--- src/rtl/rfphoenix_branch_predictor.sv ---
// Gshare direction predictor: 2-bit counters indexed by PC ^ GHR, speculative
// global history with mispredict restore, and a one-entry-per-cycle clear sweep.
module rfphoenix_branch_predictor #(
  parameter int unsigned IDXW    = 9,
  parameter int unsigned HIST    = 8,
  parameter int unsigned IDX_LSB = 0
) (
  input  logic            clk_i,
  input  logic            rst_ni,
  output logic            ready_o,
  input  logic            pred_req_i,
  input  logic [31:0]     pred_pc_i,
  output logic            pred_vld_o,
  output logic            pred_taken_o,
  output logic [IDXW-1:0] pred_idx_o,
  output logic [HIST-1:0] pred_ghr_o,
  input  logic            upd_i,
  input  logic [IDXW-1:0] upd_idx_i,
  input  logic [HIST-1:0] upd_ghr_i,
  input  logic            upd_taken_i,
  input  logic            upd_mispred_i
);

  localparam int unsigned DEPTH = 1 << IDXW;

  typedef enum logic {ST_INIT, ST_RUN} state_t;

  state_t          r_state;
  state_t          w_state_nxt;
  logic [IDXW-1:0] r_init_idx;
  logic [HIST-1:0] r_ghr;
  logic [1:0]      r_tbl [DEPTH];
  logic            r_ready;
  logic            r_pred_vld;
  logic            r_pred_taken;
  logic [IDXW-1:0] r_pred_idx;
  logic [HIST-1:0] r_pred_ghr;

  logic            w_run;
  logic            w_req;
  logic            w_upd;
  logic [IDXW-1:0] w_pred_idx;
  logic [1:0]      w_upd_ctr;
  logic [1:0]      w_upd_new;
  logic            w_we;
  logic [IDXW-1:0] w_waddr;
  logic [1:0]      w_wdata;
  logic            w_unused;

  assign w_unused = ^{pred_pc_i, upd_ghr_i[HIST-1]};

  // State register
  always_ff @(posedge clk_i) begin
    if (!rst_ni) r_state <= ST_INIT;
    else         r_state <= w_state_nxt;
  end

  // Next-state: leave INIT after the sweep writes the last entry
  always_comb begin
    w_state_nxt = r_state;
    case (r_state)
      ST_INIT: if (r_init_idx == IDXW'(DEPTH - 1)) w_state_nxt = ST_RUN;
      ST_RUN:  w_state_nxt = ST_RUN;
      default: w_state_nxt = ST_INIT;
    endcase
  end

  assign w_run      = (r_state == ST_RUN);
  assign w_req      = pred_req_i & w_run;
  assign w_upd      = upd_i & w_run;
  assign w_pred_idx = pred_pc_i[IDX_LSB +: IDXW] ^ IDXW'(r_ghr);

  // Saturating counter update
  always_comb begin
    w_upd_ctr = r_tbl[upd_idx_i];
    w_upd_new = w_upd_ctr;
    if (upd_taken_i) begin
      if (w_upd_ctr != 2'b11) w_upd_new = 2'(w_upd_ctr + 2'd1);
    end else begin
      if (w_upd_ctr != 2'b00) w_upd_new = 2'(w_upd_ctr - 2'd1);
    end
  end

  // Write port: sweep owns it in INIT, resolved updates in RUN
  always_comb begin
    w_we    = 1'b0;
    w_waddr = upd_idx_i;
    w_wdata = w_upd_new;
    if (!w_run) begin
      w_we    = 1'b1;
      w_waddr = r_init_idx;
      w_wdata = 2'b01;
    end else if (w_upd) begin
      w_we = 1'b1;
    end
  end

  always_ff @(posedge clk_i) begin
    if (w_we) r_tbl[w_waddr] <= w_wdata;
  end

  always_ff @(posedge clk_i) begin
    if (!rst_ni) begin
      r_init_idx   <= '0;
      r_ghr        <= '0;
      r_ready      <= 1'b0;
      r_pred_vld   <= 1'b0;
      r_pred_taken <= 1'b0;
      r_pred_idx   <= '0;
      r_pred_ghr   <= '0;
    end else begin
      r_ready    <= (w_state_nxt == ST_RUN);
      r_pred_vld <= w_req;
      if (!w_run) r_init_idx <= IDXW'(r_init_idx + 1'b1);
      // Read-before-write: the table read sees the pre-update counter
      if (w_req) begin
        r_pred_taken <= r_tbl[w_pred_idx][1];
        r_pred_idx   <= w_pred_idx;
        r_pred_ghr   <= r_ghr;
      end
      // Mispredict restore outranks the speculative shift
      if (w_upd && upd_mispred_i) r_ghr <= {upd_ghr_i[HIST-2:0], upd_taken_i};
      else if (r_pred_vld)        r_ghr <= {r_ghr[HIST-2:0], r_pred_taken};
    end
  end

  assign ready_o      = r_ready;
  assign pred_vld_o   = r_pred_vld;
  assign pred_taken_o = r_pred_taken;
  assign pred_idx_o   = r_pred_idx;
  assign pred_ghr_o   = r_pred_ghr;

endmodule
--- config.mk ---
export PLATFORM = sky130hd
export DESIGN_NAME = rfphoenix_branch_predictor
export DESIGN_NICKNAME = d
export VERILOG_FILES = /design/src/rtl/rfphoenix_branch_predictor.sv
export SDC_FILE = /design/constraint.sdc
export NUM_CORES = 2
export LEC_CHECK = 0
export BUFFER_PORTS_ARGS = -buffer_cell sky130_fd_sc_hd__buf_4
export CAP_MARGIN = 20
export CELL_PAD_IN_SITES_DETAIL_PLACEMENT = 2
export CELL_PAD_IN_SITES_GLOBAL_PLACEMENT = 2
export CORE_MARGIN = 2
export CORE_UTILIZATION = 51
export CTS_CLUSTER_SIZE = 28
export DETAILED_ROUTE_END_ITERATION = 6
export GPL_ROUTABILITY_DRIVEN = 0
export PLACE_DENSITY_LB_ADDON = 0.08
export SETUP_SLACK_MARGIN = 0.15
export SYNTH_ARGS = -nofsm -noshare
export SYNTH_HDL_FRONTEND = slang
export SYNTH_SLANG_ARGS = --single-unit
export TNS_END_PERCENT = 30
--- constraint.sdc ---
create_clock -name clk_i -period 45.8 [get_ports clk_i]
set_input_delay 4.58 -clock clk_i [delete_from_list [all_inputs] [get_ports clk_i]]
set_output_delay 4.58 -clock clk_i [all_outputs]
set_load 0.1 [all_outputs]
After elaboration in Yosys (flattened, before gate mapping):

Memory sizes are Yosys's and may differ from the RTL's. A register that Yosys moved wholly into a read port is not among the register bits.
Index checks and enable logic that the tools add are counted.

* multiplexer cells: 13
* reductions and logical operators: 4
* add/sub/neg operators: 3
* equal/unequal tests: 2
* bitwise operators: 4

Operator list (count)
* 2-to-1 mux 8 bit: 2
* adder 9 x 1 -> 9 bit, second input constant: 1
* equality test 9 bit, second input constant: 1
* 2-to-1 mux 9 bit: 1
* bitwise XOR 9 x 8 -> 9 bit: 1
* 2-to-1 mux 2 bit: 4
* 2-to-1 mux 1 bit: 5
* nonzero test 2 bit: 2
* adder 2 x 1 -> 2 bit, second input constant: 1
* bitwise AND 1 bit: 2
* != test 2 bit, second input constant: 1
* case mux 1 bit (2 select lines): 1
* subtractor 2 x 1 -> 2 bit, second input constant: 1
* logical AND 1 bit: 1
* zero test 1 bit: 1
* NOT 1 bit: 1

* word-level logic and storage cells: 33
* memories: 1
* output and inout bits: 20
* memory bits (writable): 1024
* bits of input ports: 55
* bits in registers: 36

Memory list
* r_tbl: depth 512, width 2, rd ports 2, clocked after Yosys merged registers in 1, write ports 1, RTL line 32 `logic [1:0] r_tbl [DEPTH];`

Logic depth before layout (Yosys ltp):

* depth after elaboration: 5
* mapped depth: 15
* depth with buffers taken out: 9

Worst setup path after synthesis:

OpenSTA, ideal clock, no wires.

* path type: input-to-reg
* start: in upd_idx_i[0]
* end: mem r_tbl[0][1], data pin
* stages: 12
* arrival time: 18.347 ns
* library setup time: 2.580 ns
* buffers on the path: 3
* required time: 43.220 ns
* slack: 24.873 ns
* cells stage by stage: buf_6 -> buf_12 -> buf_12 -> mux4_1 -> o32ai_1 -> a2111oi_2 -> o21ai_1 -> a41oi_1 -> o21ai_1 -> or3b_1 -> o221a_1 -> nor2_1

* longest elaborated chain between the ends: 5
* elaborated cells on any way between the ends: 9
* those cells by class: 2 x add/sub; 1 x eq/ne; 4 x mux; 1 x reduce/logical; 1 x memory

RTL lines
* start: declaration: RTL line 18 `input logic [IDXW-1:0] upd_idx_i,`
* memory read (512 x 2 bit) (*)
* subtractor 2 x 1 -> 2 bit (tied with other cells): RTL line 80 `if (w_upd_ctr != 2'b00) w_upd_new = 2'(w_upd_ctr - 2'd1);`
* 2-to-1 mux 2 bit (on tied branches): RTL line 80, 78
* 2-to-1 mux 2 bit (*): RTL line 77 `if (upd_taken_i) begin`
* 2-to-1 mux 2 bit (*): RTL line 89 `if (!w_run) begin`
* via w_wdata[1]: RTL line 47 `logic [1:0] w_wdata;`
* end: declaration: RTL line 32

Mark *: on every way through the listed nets, which the timed path passes. The rest lies on a longest branch.

Final worst setup path:

* start: in upd_idx_i[0]
* end: mem r_tbl[175][1], data pin

Same word-level chain as after synthesis.

==> run summary <==
The run finished with clean final reports. The total negative slack came out at 0 ns. Dividing total power by cell area gives a power density of 39.73 mW/mm^2.

The tools report the max-slew violation count as 0. In the finished design, the share of the clock period the worst path needs comes to 24.20%. In this run, synthesis inferred 1024 flip-flops with an integrated enable.

The detailed router finished its first iteration with 4569 violations. The shortest period the worst path allows is 11.08 ns. The worst hold path depth came out at 2. Total of max-cap violations: 0.

Die outline height: 311.9 microns. Root buffer cell: sky130_fd_sc_hd__clkbuf_16. Of the synthesized area, sequential elements account for 65.11%.

After layout, the worst setup slack is 34.72 ns. The logs give 37.40% for the global routing usage summed across all routing layers and 46.26 ns for the data required time at the worst endpoint. TritonCTS built the clock tree. Each instance of the synthesized netlist takes up on average 15.87 sq um. The tools report the number of resized instances in the post-cts repair step as 0. The number of global-route vias before repair is 33980.

For the global-route congestion overflow total, the log shows 0. The path class of the tightest hold or removal check is reg -> reg. In this run the cell area of the synthesized design comes to 0.04836 sq mm. The pin count of the biggest net entering global routing was 285; the share of synthesized registers carrying an async set or reset was 0%. The core area came out at 0.09361 sq mm. STA puts the critical path data arrival time at 11.54 ns. The number of CTS-inserted buffers was 110; the starting density of the core was 51.66%.

The first global-routing pass estimated 258.5 mm of wire. The DRC violation count after routing is 0, and the post-detailed-route via-to-cell ratio is 7.229. Wires add up to 182.2 mm. Buffers inserted to repair hold after CTS numbered 0. Worst IR drop on VDD: 0.00003445 V. Setup repair after global routing left no endpoint under its margin. For this design the top-level I/O count stands at 75. Counting every net in the synthesized netlist gives 3105. In the final design database the tool counted 3090 nets.

The number of warnings issued by yosys was 0. The largest individual stage delay along the critical path comes from the cell sky130_fd_sc_hd__buf_12. The floorplan has 112 rows. The kind of end point of the critical path is a flop. The final count of hold timing violations came out at 0. The final setup skew came out at 0.03323 ns. The layout cell share with drive strength beyond 1 was 20.18%; the detailed-placement wirelength estimate was 105.1 mm.

Leaving out fill and tap cells, the most frequent cell in the layout is sky130_fd_sc_hd__edfxtp_1. The die covers 0.09731 sq mm. Timing would allow up to 90.22 MHz. The port buffer count is 50, and the number of instances in the synthesized netlist is 3048. The clock reaches the later pin of the worst-skew pair after 0.71 ns.

The tightest slew margin relative to the limit was 12.94%. The logs give 57.05% for the final core utilization and 9 for the number of antenna violations at the first check in global routing. The die is 311.9 microns wide.

The maximum net fanout on the critical path is 283, and the pin slew with the least headroom to its limit is 1.306 ns. After clock tree synthesis, the clock-pin slew on the worst setup and hold paths is 0.06 ns. By startpoint and endpoint, the worst setup path is classified as in -> reg. Traced cell by cell, the critical path runs through buf_8, buf_4, buf_4, mux2i_1, o221ai_1, nor2_1, o21ai_0, a211oi_1, o21ai_0, nor3b_1, o21ai_0, nor2_4, buf_12, buf_4, buf_16. Synthesis inferred 1061 register bits. The top cell types in the final layout, fill and taps aside, are sky130_fd_sc_hd__edfxtp_1, sky130_fd_sc_hd__nor2_1, sky130_fd_sc_hd__mux4_2, sky130_fd_sc_hd__mux2i_1, sky130_fd_sc_hd__nand2_1. The largest single stage delay on the critical path is 0.86 ns. Most instantiated flip-flop cell in the synthesis netlist: sky130_fd_sc_hd__edfxtp_1. Setup violations remaining at the end of the flow were counted as 0. In this run the number of H-tree levels came out at 3. Before CTS, the worst setup slack after placement is 33.94 ns.

The pre-antenna-repair detailed-routing pass consisted of 6 iterations. Dividing the detail-routed wire length by the instance count gives 41.61 microns. The number of buffers on the longest clock path is 3, and the routed via count is 31660. The worst reg-to-reg path cell count was 12; the layout overhead on the synthesized area was 10.42%. In this run the static leakage power is 17.09 nW. The worst setup path is launched from an input pin. Count of nets left with antenna violations after detail routing: 0. The number of setup buffers added after CTS is 0. Synthesis instantiated 73 different standard cells from the library. For the TritonCTS sink count, the log shows 1061.
==> layout make-up <==
| type | instances | area, sq um |
|---|---|---|
| Multi-Input combinational cell | 1725 | 15590 |
| Sequential cell | 1061 | 31490 |
| Fill cell | 8125 | 40210 |
| Antenna cell | 3 | 7.507 |
| Tap cell | 1254 | 1569 |
| Timing Repair Buffer | 121 | 1061 |
| Clock buffer | 141 | 3003 |
| Clock inverter | 60 | 631.9 |
| Inverter | 14 | 52.55 |
==> state kept, by name, indices dropped and copies added, names as in the netlist <==
register and cells:
r_init_idx 9, r_tbl 1024, pred_idx_o 9, ready_o 1
pred_ghr_o 8, pred_vld_o 1, pred_taken_o 1, r_ghr 8
==> worst max-delay path: cells and delay by family <==
kind	cells	cell delay [ns]
buf+inv	6	3.55
compound gates	5	2.06
simple gates	3	0.72
mux	1	0.21
==> cells in the mapped netlist (35+ instances only) <==
| library cell | n | area share, % |
|---|---|---|
| sky130_fd_sc_hd__nand2_1 | 163 | 1.3 |
| sky130_fd_sc_hd__edfxtp_1 | 1024 | 64 |
| sky130_fd_sc_hd__nor2_1 | 583 | 4.5 |
| sky130_fd_sc_hd__clkbuf_1 | 100 | 0.78 |
| sky130_fd_sc_hd__o22ai_1 | 36 | 0.47 |
| sky130_fd_sc_hd__dfxtp_1 | 37 | 1.5 |
| sky130_fd_sc_hd__o21ai_0 | 35 | 0.36 |
| sky130_fd_sc_hd__buf_2 | 48 | 0.50 |
| sky130_fd_sc_hd__nand3_1 | 36 | 0.37 |
| sky130_fd_sc_hd__mux4_2 | 308 | 14 |
| sky130_fd_sc_hd__mux2i_1 | 151 | 3.1 |
| sky130_fd_sc_hd__a21oi_1 | 59 | 0.61 |
| sky130_fd_sc_hd__buf_1 | 39 | 0.30 |
| sky130_fd_sc_hd__o221ai_1 | 56 | 1.0 |
==> path summary, 6_finish.rpt <==
path,start,end,slack [ns]
max,upd_idx_i[0],r_tbl[175][1],34.72
max reg2reg,r_tbl[292][0],r_tbl[175][1],40.49
min,pred_ghr_o[5],pred_ghr_o[5],0.46
min reg2reg,pred_ghr_o[5],pred_ghr_o[5],0.46
==> power breakdown <==
group	switching, mW	total (mW)	leakage, nW	internal [mW]
logic	0.0928	0.137	5.35	0.0442
clock network	0.398	0.937	1.77	0.538
registers	0.000646	1.05	9.97	1.05
total	0.492	2.12	17.1	1.63
==> through the flow <==
step                cell area [sq um]  hold slack [ns]  power, mW  instances
CTS                             53260           0.4668      2.119       4370
detailed placement              49620           0.4586      1.200       4169
floorplan                       48360           0.4568      1.149       3048
global route                    53400           0.4964      2.153       4377
finish                          53400           0.4648      2.122       4379
global placement                49620           0.4447      1.196       4168
==> layer usage <==
layer / global-route usage (%) / wire [microns] / up-vias
met2: 61.75 / 89960 / 2023
met1: 47.39 / 66530 / 17010
met4: 18.75 / 9570 / 16
li1: - / - / 12050
met5: 0 / 101 / -
met3: 7.611 / 16060 / 550
==> cells by family (layout without fill, tap and decap cells) <==
group | Yosys count | count (layout) | share of synthesized area [%]
adder cells (fa/ha/maj) | 2 | 2 | 0.05173
AND/OR/NAND/NOR | 884 | 884 | 7.446
buffers and inverters | 262 | 336 | 3.167
other | 0 | 3 | 0
multiplexers | 492 | 492 | 19.10
flip-flops | 1061 | 1061 | 65.11
AO/OA/AOI/OAI | 329 | 329 | 4.794
XOR/XNOR | 18 | 18 | 0.3260
Power figures use the tool's default switching activity.
